$ cat src/rtl/dualmem_pkg.sv
// Shared widths and the response payload type for the dual-port RAM initiator.
package dualmem_pkg;

   localparam int unsigned DUALMEM_ADDR_W = 13;
   localparam int unsigned DUALMEM_DATA_W = 64;
   localparam int unsigned DUALMEM_BE_W   = 8;

   typedef struct packed {
      logic                      we;
      logic [DUALMEM_DATA_W-1:0] rdata;
   } dualmem_rsp_t;

endpackage

$ cat src/rtl/dualmem_rsp_fifo.sv
// Response FIFO: circular buffer with pointers that wrap modulo DEPTH.
// A full FIFO accepts a push only when a pop happens in the same cycle.
module dualmem_rsp_fifo
   import dualmem_pkg::*;
#(
   parameter int unsigned DEPTH = 3
) (
   input  logic                         clk,
   input  logic                         rstn,
   input  logic                         push,
   input  dualmem_rsp_t                 push_data,
   input  logic                         pop,
   output logic [$clog2(DEPTH+1)-1:0]   count,
   output dualmem_rsp_t                 head
);

   localparam int unsigned CNT_W = $clog2(DEPTH + 1);
   localparam int unsigned PTR_W = (DEPTH > 1) ? $clog2(DEPTH) : 1;

   dualmem_rsp_t     mem [DEPTH];
   logic [PTR_W-1:0] wr_ptr;
   logic [PTR_W-1:0] rd_ptr;
   logic             do_pop;

   function automatic logic [PTR_W-1:0] bump(input logic [PTR_W-1:0] p);
      return (p == PTR_W'(DEPTH - 1)) ? '0 : p + PTR_W'(1);
   endfunction

   assign do_pop = pop && (count != '0);
   assign head   = mem[rd_ptr];

   always_ff @(posedge clk) begin
      if (!rstn) begin
         wr_ptr <= '0;
         rd_ptr <= '0;
         count  <= '0;
      end else begin
         if (push) begin
            mem[wr_ptr] <= push_data;
            wr_ptr      <= bump(wr_ptr);
         end
         if (do_pop) begin
            rd_ptr <= bump(rd_ptr);
         end
         case ({push, do_pop})
            2'b10:   count <= count + CNT_W'(1);
            2'b01:   count <= count - CNT_W'(1);
            default: count <= count;
         endcase
      end
   end

   no_push_when_full: assert property (@(posedge clk) disable iff (!rstn)
      !(push && !do_pop && (count == CNT_W'(DEPTH))));

endmodule

$ cat src/rtl/dualmem_port_master.sv
// Initiator for one port of the 8K x 64 byte-enabled dual-port RAM. It turns a
// valid/ready request channel into RAM strobes and buffers the responses.
module dualmem_port_master
   import dualmem_pkg::*;
#(
   parameter int unsigned RSP_DEPTH = 3,
   parameter int unsigned ADDR_W    = DUALMEM_ADDR_W
) (
   input  logic                      clk,
   input  logic                      rstn,
   input  logic                      req_valid,
   output logic                      req_ready,
   input  logic                      req_we,
   input  logic [ADDR_W+2:0]         req_addr,
   input  logic [DUALMEM_BE_W-1:0]   req_be,
   input  logic [DUALMEM_DATA_W-1:0] req_wdata,
   output logic                      rsp_valid,
   input  logic                      rsp_ready,
   output logic                      rsp_we,
   output logic [DUALMEM_DATA_W-1:0] rsp_rdata,
   output logic [DUALMEM_BE_W-1:0]   ram_en,
   output logic [DUALMEM_BE_W-1:0]   ram_we,
   output logic [ADDR_W-1:0]         ram_addr,
   output logic [DUALMEM_DATA_W-1:0] ram_wdata,
   input  logic [DUALMEM_DATA_W-1:0] ram_rdata
);

   localparam int unsigned CNT_W = $clog2(RSP_DEPTH + 1);
   localparam int unsigned OCC_W = CNT_W + 1;

   logic             accept;
   logic             pending;
   logic             pending_we;
   logic [CNT_W-1:0] count;
   logic [OCC_W-1:0] occ;
   dualmem_rsp_t     push_data;
   dualmem_rsp_t     head;
   logic             unused_addr_lsb;

   // Credit counts the response still inside the RAM pipeline, so every
   // accepted request is guaranteed a FIFO slot. rsp_ready is deliberately
   // left out, which keeps it off the combinational path to req_ready.
   assign occ       = OCC_W'(count) + OCC_W'(pending);
   assign req_ready = rstn && (occ < OCC_W'(RSP_DEPTH));
   assign accept    = req_valid && req_ready;

   assign ram_en          = accept ? '1 : '0;
   assign ram_we          = (accept && req_we) ? req_be : '0;
   assign ram_addr        = req_addr[ADDR_W+2:3];
   assign ram_wdata       = req_wdata;
   assign unused_addr_lsb = ^req_addr[2:0];

   always_ff @(posedge clk) begin
      if (!rstn) begin
         pending    <= 1'b0;
         pending_we <= 1'b0;
      end else begin
         pending    <= accept;
         pending_we <= req_we;
      end
   end

   always_comb begin
      push_data.we    = pending_we;
      push_data.rdata = pending_we ? '0 : ram_rdata;
   end

   dualmem_rsp_fifo #(
      .DEPTH(RSP_DEPTH)
   ) u_rsp_fifo (
      .clk       (clk),
      .rstn      (rstn),
      .push      (pending),
      .push_data (push_data),
      .pop       (rsp_valid && rsp_ready),
      .count     (count),
      .head      (head)
   );

   assign rsp_valid = rstn && (count != '0);
   assign rsp_we    = head.we;
   assign rsp_rdata = head.rdata;

endmodule
$ cat config.mk
export PLATFORM = sky130hd
export DESIGN_NAME = dualmem_port_master
export DESIGN_NICKNAME = d
export VERILOG_FILES = /design/src/rtl/dualmem_pkg.sv /design/src/rtl/dualmem_rsp_fifo.sv /design/src/rtl/dualmem_port_master.sv
export SDC_FILE = /design/constraint.sdc
export NUM_CORES = 1
export LEC_CHECK = 0
export CORE_MARGIN = 2
export CORE_UTILIZATION = 41
export CTS_CLUSTER_SIZE = 28
export DETAILED_ROUTE_END_ITERATION = 8
export PLACE_DENSITY_LB_ADDON = 0.08
export SYNTH_ARGS = -nofsm -noshare
export SYNTH_HDL_FRONTEND = slang
export SYNTH_SLANG_ARGS = --single-unit
$ cat constraint.sdc
create_clock -name clk -period 8.1 [get_ports clk]
set_input_delay 1.62 -clock clk [delete_from_list [all_inputs] [get_ports clk]]
set_output_delay 1.62 -clock clk [all_outputs]
set_load 0.02 [all_outputs]
==> results of run 1 <==
## layout make-up
type / count / share of cell area, %
clock buffer: 31 / 5.69
tap: 275 / 3.23
multi-input combinational: 298 / 18.0
clock inverter: 6 / 0.470
inverter: 4 / 0.141
timing repair buffer: 167 / 15.5
sequential: 205 / 57.0
## layer usage
| metal | GRT usage (%) | routed length, um | up-vias |
|---|---|---|---|
| li1 | - | - | 2293 |
| met1 | 19.3 | 7280 | 2253 |
| met2 | 28.6 | 9590 | 145 |
| met3 | 4.12 | 1330 | 56 |
| met4 | 6.23 | 542 | 0 |
| met5 | 0 | 0 | - |
## worst max-delay path, stage by stage
cell and delay, ns:
sky130_fd_sc_hd__clkdlybuf4s50_1 0.56, sky130_fd_sc_hd__inv_2 0.16, sky130_fd_sc_hd__a2111oi_4 0.70, sky130_fd_sc_hd__and3_1 0.26
sky130_fd_sc_hd__clkdlybuf4s50_1 0.62
## flip-flops by register name, indices dropped and copies added (netlist names), named ones only
signal,flops
u_rsp_fifo.count,2
pending,1
u_rsp_fifo.mem,195
u_rsp_fifo.wr_ptr,2
pending_we,1
u_rsp_fifo.rd_ptr,2
## cell usage after synthesis, types with 2 or more instances
| library cell | number | share of area [%] |
|---|---|---|
| sky130_fd_sc_hd__edfxtp_1 | 195 | 67 |
| sky130_fd_sc_hd__buf_4 | 91 | 7.8 |
| sky130_fd_sc_hd__nand2_1 | 69 | 3.0 |
| sky130_fd_sc_hd__o21ai_0 | 67 | 3.8 |
| sky130_fd_sc_hd__mux2i_1 | 66 | 7.6 |
| sky130_fd_sc_hd__nor2b_1 | 65 | 4.7 |
| sky130_fd_sc_hd__clkbuf_1 | 20 | 0.86 |
| sky130_fd_sc_hd__dfxtp_1 | 10 | 2.3 |
| sky130_fd_sc_hd__and3_1 | 8 | 0.57 |
| sky130_fd_sc_hd__nor2_1 | 5 | 0.21 |
| sky130_fd_sc_hd__buf_2 | 3 | 0.17 |
| sky130_fd_sc_hd__ha_1 | 3 | 0.43 |
| sky130_fd_sc_hd__inv_1 | 3 | 0.13 |
| sky130_fd_sc_hd__a21oi_1 | 2 | 0.11 |
| sky130_fd_sc_hd__nand3_1 | 2 | 0.11 |
## power by group
group / internal, mW / switching (mW) / total (mW)
Sequential: 1.19 / 0.0195 / 1.21
Combinational: 0.151 / 0.157 / 0.309
Clock: 0.548 / 0.368 / 0.916
Total: 1.89 / 0.545 / 2.43
## metrics by stage
step / cell area, sq um / cells / hold slack, ns
floorplan: 8740 / 621 / 0.441
global placement: 9990 / 949 / 0.478
detailed placement: 9990 / 949 / 0.488
CTS: 10600 / 986 / 0.508
global route: 10600 / 986 / 0.534
finish: 10600 / 986 / 0.507
## cell families after synthesis
logic type / share of synthesized area (%)
flops: 69.4
simple gates: 8.80
buf+inv: 9.03
compound gates: 4.63
mux: 7.57
fa+ha+maj: 0.430
xor+xnor: 0.201
## worst max path at each step
stage,from,endpoint,slack (ns),cells past startpoint
final,rstn,ram_we[0],2.56,5
after global routing,rstn,ram_we[6],2.44,5
after CTS,rstn,ram_we[0],2.58,5
after detailed placement,rstn,ram_we[0],2.59,5
after global placement,rstn,ram_we[0],2.69,5
after floorplan,rstn,u_rsp_fifo.mem[2][0],1.25,3
==> Flow_metrics.wiki, run 1 <==
{| class="wikitable"
! Metric !! Value
|-
| Run status || completed
|-
| Critical path start-end classification || input port to output port
|-
| Clock tree from TritonCTS || built
|-
| Final routed wirelength across all metal layers || 18.7 mm
|-
| Net count reported at finish || 858
|-
| Sequential-to-total area share from yosys stat || 69.4%
|-
| Final number of max-transition violations || 0
|-
| Fraction of layout cells with a size suffix above 1 || 5.77%
|-
| Via/cell ratio || 4.81
|-
| Area overhead of the layout relative to synthesis || 21.9%
|-
| Clock edge transition at the registers on the reported setup and hold paths || 0.06 ns
|-
| Number of port buffers || 159
|-
| Via count of the routed design || 4747
|-
| Number of antenna diodes || 0
|-
| Initial antenna violation count || 0
|-
| Post-synth EDFFs || 195
|-
| WP data required || 6.48 ns
|-
| Worst Setup End Kind || output port
|-
| Hold Buf Count CTS || 0
|-
| Leakage Power || 3.40 nW
|-
| Fmax || 181 MHz
|-
| Critical R2R Launch || pending
|-
| Post-synthesis cell type count || 27
|-
| Global-route wire length before repair || 28.1 mm
|-
| Overall fraction of global-route tracks in use || 16.3%
|-
| Final core utilization || 50.8%
|-
| Sum of negative setup slack || 0 ns
|-
| Highest-count cells in the layout ignoring fill and taps || sky130_fd_sc_hd__edfxtp_1, sky130_fd_sc_hd__clkdlybuf4s50_1, sky130_fd_sc_hd__nand2_1, sky130_fd_sc_hd__o21ai_0, sky130_fd_sc_hd__mux2i_1
|-
| Initial core utilization || 41.7%
|-
| Critical path launch point type || input port
|-
| Last weighted congestion value of the routability-driven placer || 0.673
|-
| # Max-Cap Violations || 0
|-
| Filler cell count || 1828
|-
| Transition time of the tightest slew-check pin || 0.861 ns
|-
| Synth Area per Inst || 14.1 sq um
|-
| Final hold violation count || 0
|-
| Largest net degree at the start of global routing || 81
|-
| Path class of the lowest-slack min-delay path || register to register
|-
| Instance count along the most critical hold path || 1
|-
| Global-route congestion overflow total || 0
|-
| Clock sinks || 205
|-
| Drt first-iter violations || 273
|-
| Power density normalized to cell area || 228 nW/um^2
|-
| Detailed placement HPWL || 11.6 mm
|-
| Normalized max-slew margin || 42.6%
|-
| H-tree levels || 1
|-
| Peak supply drop || 0.148 mV
|-
| Number of detailed-route iterations in the first pass || 6
|-
| Max Fanout on Critical Path || 16
|-
| Pwr Total || 2.43 mW
|-
| Post CTS Setup Buffer Count || 0
|-
| Count of instances resized after the clock tree is built || 0
|-
| Antenna-violating nets left || 0
|-
| Root cell of the clock tree || sky130_fd_sc_hd__clkbuf_16
|-
| Number of global-route vias before repair || 5012
|-
| Yosys warning total || 0
|-
| Die outline width || 150 um
|-
| Maximum clock skew at final layout || 0.00781 ns
|-
| Cts bufs inserted || 22
|-
| Clock network latency to the later pin of the worst-skew pair || 0.49 ns
|-
| Standard-cell rows || 53
|-
| Die extent in y || 150 um
|-
| Min cycle time layout || 5.54 ns
|-
| Number of placed I/O pins || 317
|-
| Post-synthesis cell area || 8730 sq um
|-
| Syn_nets || 781
|-
| Startpoint of the lowest-slack hold path || u_rsp_fifo.rd_ptr[0]
|-
| Data arrival at the endpoint of the critical path || 3.92 ns
|-
| Area of the placeable core || 21000 sq um
|-
| RSZ-0062 raised after global routing || false
|-
| Worst-case reg-to-reg path depth || 4
|-
| Reg area || 6060 sq um
|-
| DRC violations left || 0
|-
| Mean routed wirelength per cell || 19.0 um
|-
| End of the worst register-to-register path || u_rsp_fifo.mem[1][37]
|-
| Leading cell type in the layout, fill and taps excluded || sky130_fd_sc_hd__edfxtp_1
|-
| Post-Place Setup Slack || 2.59 ns
|-
| Gate Count Post-Synth || 621
|-
| Setup ws final || 2.56 ns
|-
| Area of the die || 22500 sq um
|-
| Leading register cell type out of synthesis || sky130_fd_sc_hd__edfxtp_1
|-
| Reg-to-reg setup timing slack || 5.69 ns
|-
| Worst-case clock buffer depth || 3
|-
| Yosys reg bits || 205
|-
| Period utilisation layout || 68.4%
|-
| Combined area of the multi-input logic cells || 1920 sq um
|-
| Finish-stage setup viols || 0
|-
| Post-synthesis async set-or-reset flop share || 0%
|}
Note: power is estimated with default switching activity, not from simulation.
==> run 2, diff against run 1 <==
==> constraint.sdc (replaced) <==
create_clock -name clk -period 4.8 [get_ports clk]
set_input_delay 0.96 -clock clk [delete_from_list [all_inputs] [get_ports clk]]
set_output_delay 0.96 -clock clk [all_outputs]
set_load 0.02 [all_outputs]
==> run 2 against run 1 <==
Against the previous run: sequential power grew 69%; wire length shrank 2.4%; register-to-register slack lost 2.9 ns; hold slack lost 0.021 ns; sequential share of layout area shrank 0.52 points; count of clock-buffer cells in the layout shrank 3; clock skew grew 0.011 ns; largest cell class unchanged; flip-flop and latch count is the same; critical path type unchanged; die area is the same; clock power grew 72%; global-route usage shrank 0.42 points.
==> Flow_metrics.wiki, run 2 (synthesis results as in run 1) <==
{| class="wikitable"
! Metric !! Value
|-
| Run status || completed (unchanged)
|-
| Initial antenna violation count || 1 (was 0)
|-
| Critical R2R Launch || pending (unchanged)
|-
| Last weighted congestion value of the routability-driven placer || 0.706 (was 0.673)
|-
| # Max-Cap Violations || 0 (unchanged)
|-
| Transition time of the tightest slew-check pin || 0.861 ns (about the same)
|-
| Normalized max-slew margin || 42.2% (was 42.6%)
|-
| Slowest stage cell on the critical path || sky130_fd_sc_hd__a2111oi_4 (unchanged)
|-
| Number of flip-flops in the largest register || 195 (unchanged)
|-
| Die outline width || 150 um (unchanged)
|-
| WP data required || 3.84 ns (was 6.48 ns)
|-
| Via/cell ratio || 4.82 (was 4.81)
|-
| Final number of max-transition violations || 0 (unchanged)
|-
| Largest Register || u_rsp_fifo.mem (unchanged)
|-
| Largest net degree at the start of global routing || 75 (was 81)
|-
| Initial core utilization || 41.7% (unchanged)
|-
| Mean routed wirelength per cell || 18.4 um (was 19.0 um)
|-
| Number of global-route vias before repair || 4984 (was 5012)
|-
| Final core utilization || 51.3% (was 50.8%)
|-
| Startpoint of the lowest-slack hold path || u_rsp_fifo.rd_ptr[1] (was u_rsp_fifo.rd_ptr[0])
|-
| Leakage Power || 3.45 nW (was 3.40 nW)
|-
| Data arrival at the endpoint of the critical path || 3.24 ns (was 3.92 ns)
|-
| Area overhead of the layout relative to synthesis || 23.1% (was 21.9%)
|-
| Leading cell type in the layout, fill and taps excluded || sky130_fd_sc_hd__edfxtp_1 (unchanged)
|-
| Peak supply drop || 0.262 mV (was 0.148 mV)
|-
| Number of detailed-route iterations in the first pass || 4 (was 6)
|-
| RSZ-0062 raised after global routing || false (unchanged)
|-
| Final hold violation count || 0 (unchanged)
|-
| Root cell of the clock tree || sky130_fd_sc_hd__clkbuf_16 (unchanged)
|-
| Max Fanout on Critical Path || 16 (unchanged)
|-
| Critical path launch point type || input port (unchanged)
|-
| Reg area || 6060 sq um (unchanged)
|-
| Reg-to-reg setup timing slack || 2.82 ns (was 5.69 ns)
|-
| Via count of the routed design || 4790 (was 4747)
|-
| H-tree levels || 1 (unchanged)
|-
| Clock network latency to the later pin of the worst-skew pair || 0.50 ns (was 0.49 ns)
|-
| Count of buffering cells on the critical path with inverters included || 3 (unchanged)
|-
| Instance count along the most critical hold path || 1 (unchanged)
|-
| Overall fraction of global-route tracks in use || 15.9% (was 16.3%)
|-
| Worst Setup End Kind || output port (unchanged)
|-
| Cell repeated most along the worst path || sky130_fd_sc_hd__clkdlybuf4s50_1 (unchanged)
|-
| Hold Buf Count CTS || 0 (unchanged)
|-
| Standard-cell rows || 53 (unchanged)
|-
| Crit path largest cell delay || 0.69 ns (was 0.70 ns)
|-
| Drt first-iter violations || 218 (was 273)
|-
| Clock edge transition at the registers on the reported setup and hold paths || 0.06 ns (about the same)
|-
| Global-route congestion overflow total || 0 (unchanged)
|-
| Global-route wire length before repair || 27.3 mm (was 28.1 mm)
|-
| Highest-count cells in the layout ignoring fill and taps || sky130_fd_sc_hd__edfxtp_1, sky130_fd_sc_hd__clkdlybuf4s50_1, sky130_fd_sc_hd__nand2_1, sky130_fd_sc_hd__o21ai_0, sky130_fd_sc_hd__mux2i_1 (unchanged)
|-
| Clock tree from TritonCTS || built (unchanged)
|-
| Detailed placement HPWL || 11.4 mm (was 11.6 mm)
|-
| Min cycle time layout || 4.20 ns
|-
| Maximum clock skew at final layout || 0.0184 ns (was 0.00781 ns)
|-
| Pwr Total || 4.15 mW (was 2.43 mW)
|-
| End of the worst register-to-register path || u_rsp_fifo.mem[0][35] (was u_rsp_fifo.mem[1][37])
|-
| Fmax || 238 MHz
|-
| Clock sinks || 205 (unchanged)
|-
| Sequence of cells on the critical path || clkdlybuf4s50_1, inv_2, a2111oi_4, and3_1, clkdlybuf4s50_1 (unchanged)
|-
| Cts bufs inserted || 23 (was 22)
|-
| Final routed wirelength across all metal layers || 18.3 mm (was 18.7 mm)
|-
| Count of instances resized after the clock tree is built || 0 (unchanged)
|-
| Path class of the lowest-slack min-delay path || register to register (unchanged)
|-
| Number of placed I/O pins || 317 (unchanged)
|-
| Filler cell count || 1831 (was 1828)
|-
| Area of the placeable core || 21000 sq um (unchanged)
|-
| Family with the most delay on the worst path || buffers and inverters (unchanged)
|-
| Net count reported at finish || 863 (was 858)
|-
| Antenna-violating nets left || 0 (unchanged)
|-
| Sum of negative setup slack || 0 ns (unchanged)
|-
| Combined area of the multi-input logic cells || 1920 sq um (about the same)
|-
| Finish-stage setup viols || 0 (unchanged)
|-
| Period utilisation layout || 87.6%
|-
| Area of the die || 22500 sq um (unchanged)
|-
| Die extent in y || 150 um (unchanged)
|-
| Post CTS Setup Buffer Count || 0 (unchanged)
|-
| Worst-case reg-to-reg path depth || 3 (was 4)
|-
| Power density normalized to cell area || 386 nW/um^2 (was 228 nW/um^2)
|-
| Critical path start-end classification || input port to output port (unchanged)
|-
| Worst-case clock buffer depth || 3 (unchanged)
|-
| Fraction of layout cells with a size suffix above 1 || 6.82% (was 5.77%)
|-
| Number of port buffers || 159 (unchanged)
|-
| DRC violations left || 0 (unchanged)
|}
-- run 2: changes by cell type in the layout (fill, tap and decap cells not counted), sizes merged --
| cell | change |
|---|---|
| clkbuf | -3 |
| clkinvlp | +1 |
| inv | +1 |
| buf | +4 |
| diode | +1 |
| clkinv | +4 |
-- run 2: how the worst max path moves through the flow --
stage,endpoint,slack (ns),cells past startpoint,startpoint
CTS,ram_we[0],0.60,5,rstn
global placement,ram_we[6],0.70,5,rstn
finish,ram_we[2],0.60,5,rstn
detailed placement,ram_we[0],0.61,5,rstn
global route,ram_we[0],0.42,5,rstn
floorplan,u_rsp_fifo.mem[1][0],0.40,3,rstn
-- run 2: layout make-up --
class                   instances  share of cell area, %
inverters                       4                  0.140
diodes                          1                 0.0233
flip-flops and latches        205                   56.4
clock inverters                12                  0.780
multi-input cells             298                   17.9
clock buffers                  28                   5.53
well taps                     275                   3.20
repair buffers                171                   16.0
-- run 2: layer usage --
metal	up-vias	share of wire [%]	global-route usage, %
met5	-	0	0
met4	0	3.3	5.94
met3	60	7.5	5.49
met2	155	51	28.0
met1	2276	38	17.8
li1	2299	-	-
-- run 2: through the flow --
stage / cells / setup slack [ns] / hold slack (ns) / instance area (sq um)
after CTS: 993 / 0.597 / 0.487 / 10700
after detailed placement: 953 / 0.611 / 0.472 / 10100
after global routing: 993 / 0.424 / 0.530 / 10700
after global placement: 953 / 0.705 / 0.468 / 10100
after floorplan: 621 / 0.404 / 0.441 / 8750
final: 994 / 0.597 / 0.486 / 10700
-- run 2: power breakdown --
part / internal, mW / switching (mW) / total, mW
logic: 0.261 / 0.260 / 0.521
clock network: 0.929 / 0.652 / 1.58
registers: 2.00 / 0.0406 / 2.04
-- run 2: worst register-to-register path, stage by stage, from the launching register on --
cell	delay [ns]
sky130_fd_sc_hd__dfxtp_1	0.38
sky130_fd_sc_hd__inv_1	0.12
sky130_fd_sc_hd__nor4_4	0.78
sky130_fd_sc_hd__buf_4	0.37
==> run 3, diff against run 2 <==
--- a/config.mk
+++ b/config.mk
@@ -9,6 +9,7 @@
 export CORE_UTILIZATION = 41
 export CTS_CLUSTER_SIZE = 28
 export DETAILED_ROUTE_END_ITERATION = 8
+export HOLD_SLACK_MARGIN = 0.15
 export PLACE_DENSITY_LB_ADDON = 0.08
 export SYNTH_ARGS = -nofsm -noshare
 export SYNTH_HDL_FRONTEND = slang
==> results of run 3 <==
Final layout, timing and power as in run 2 (identical DEF).
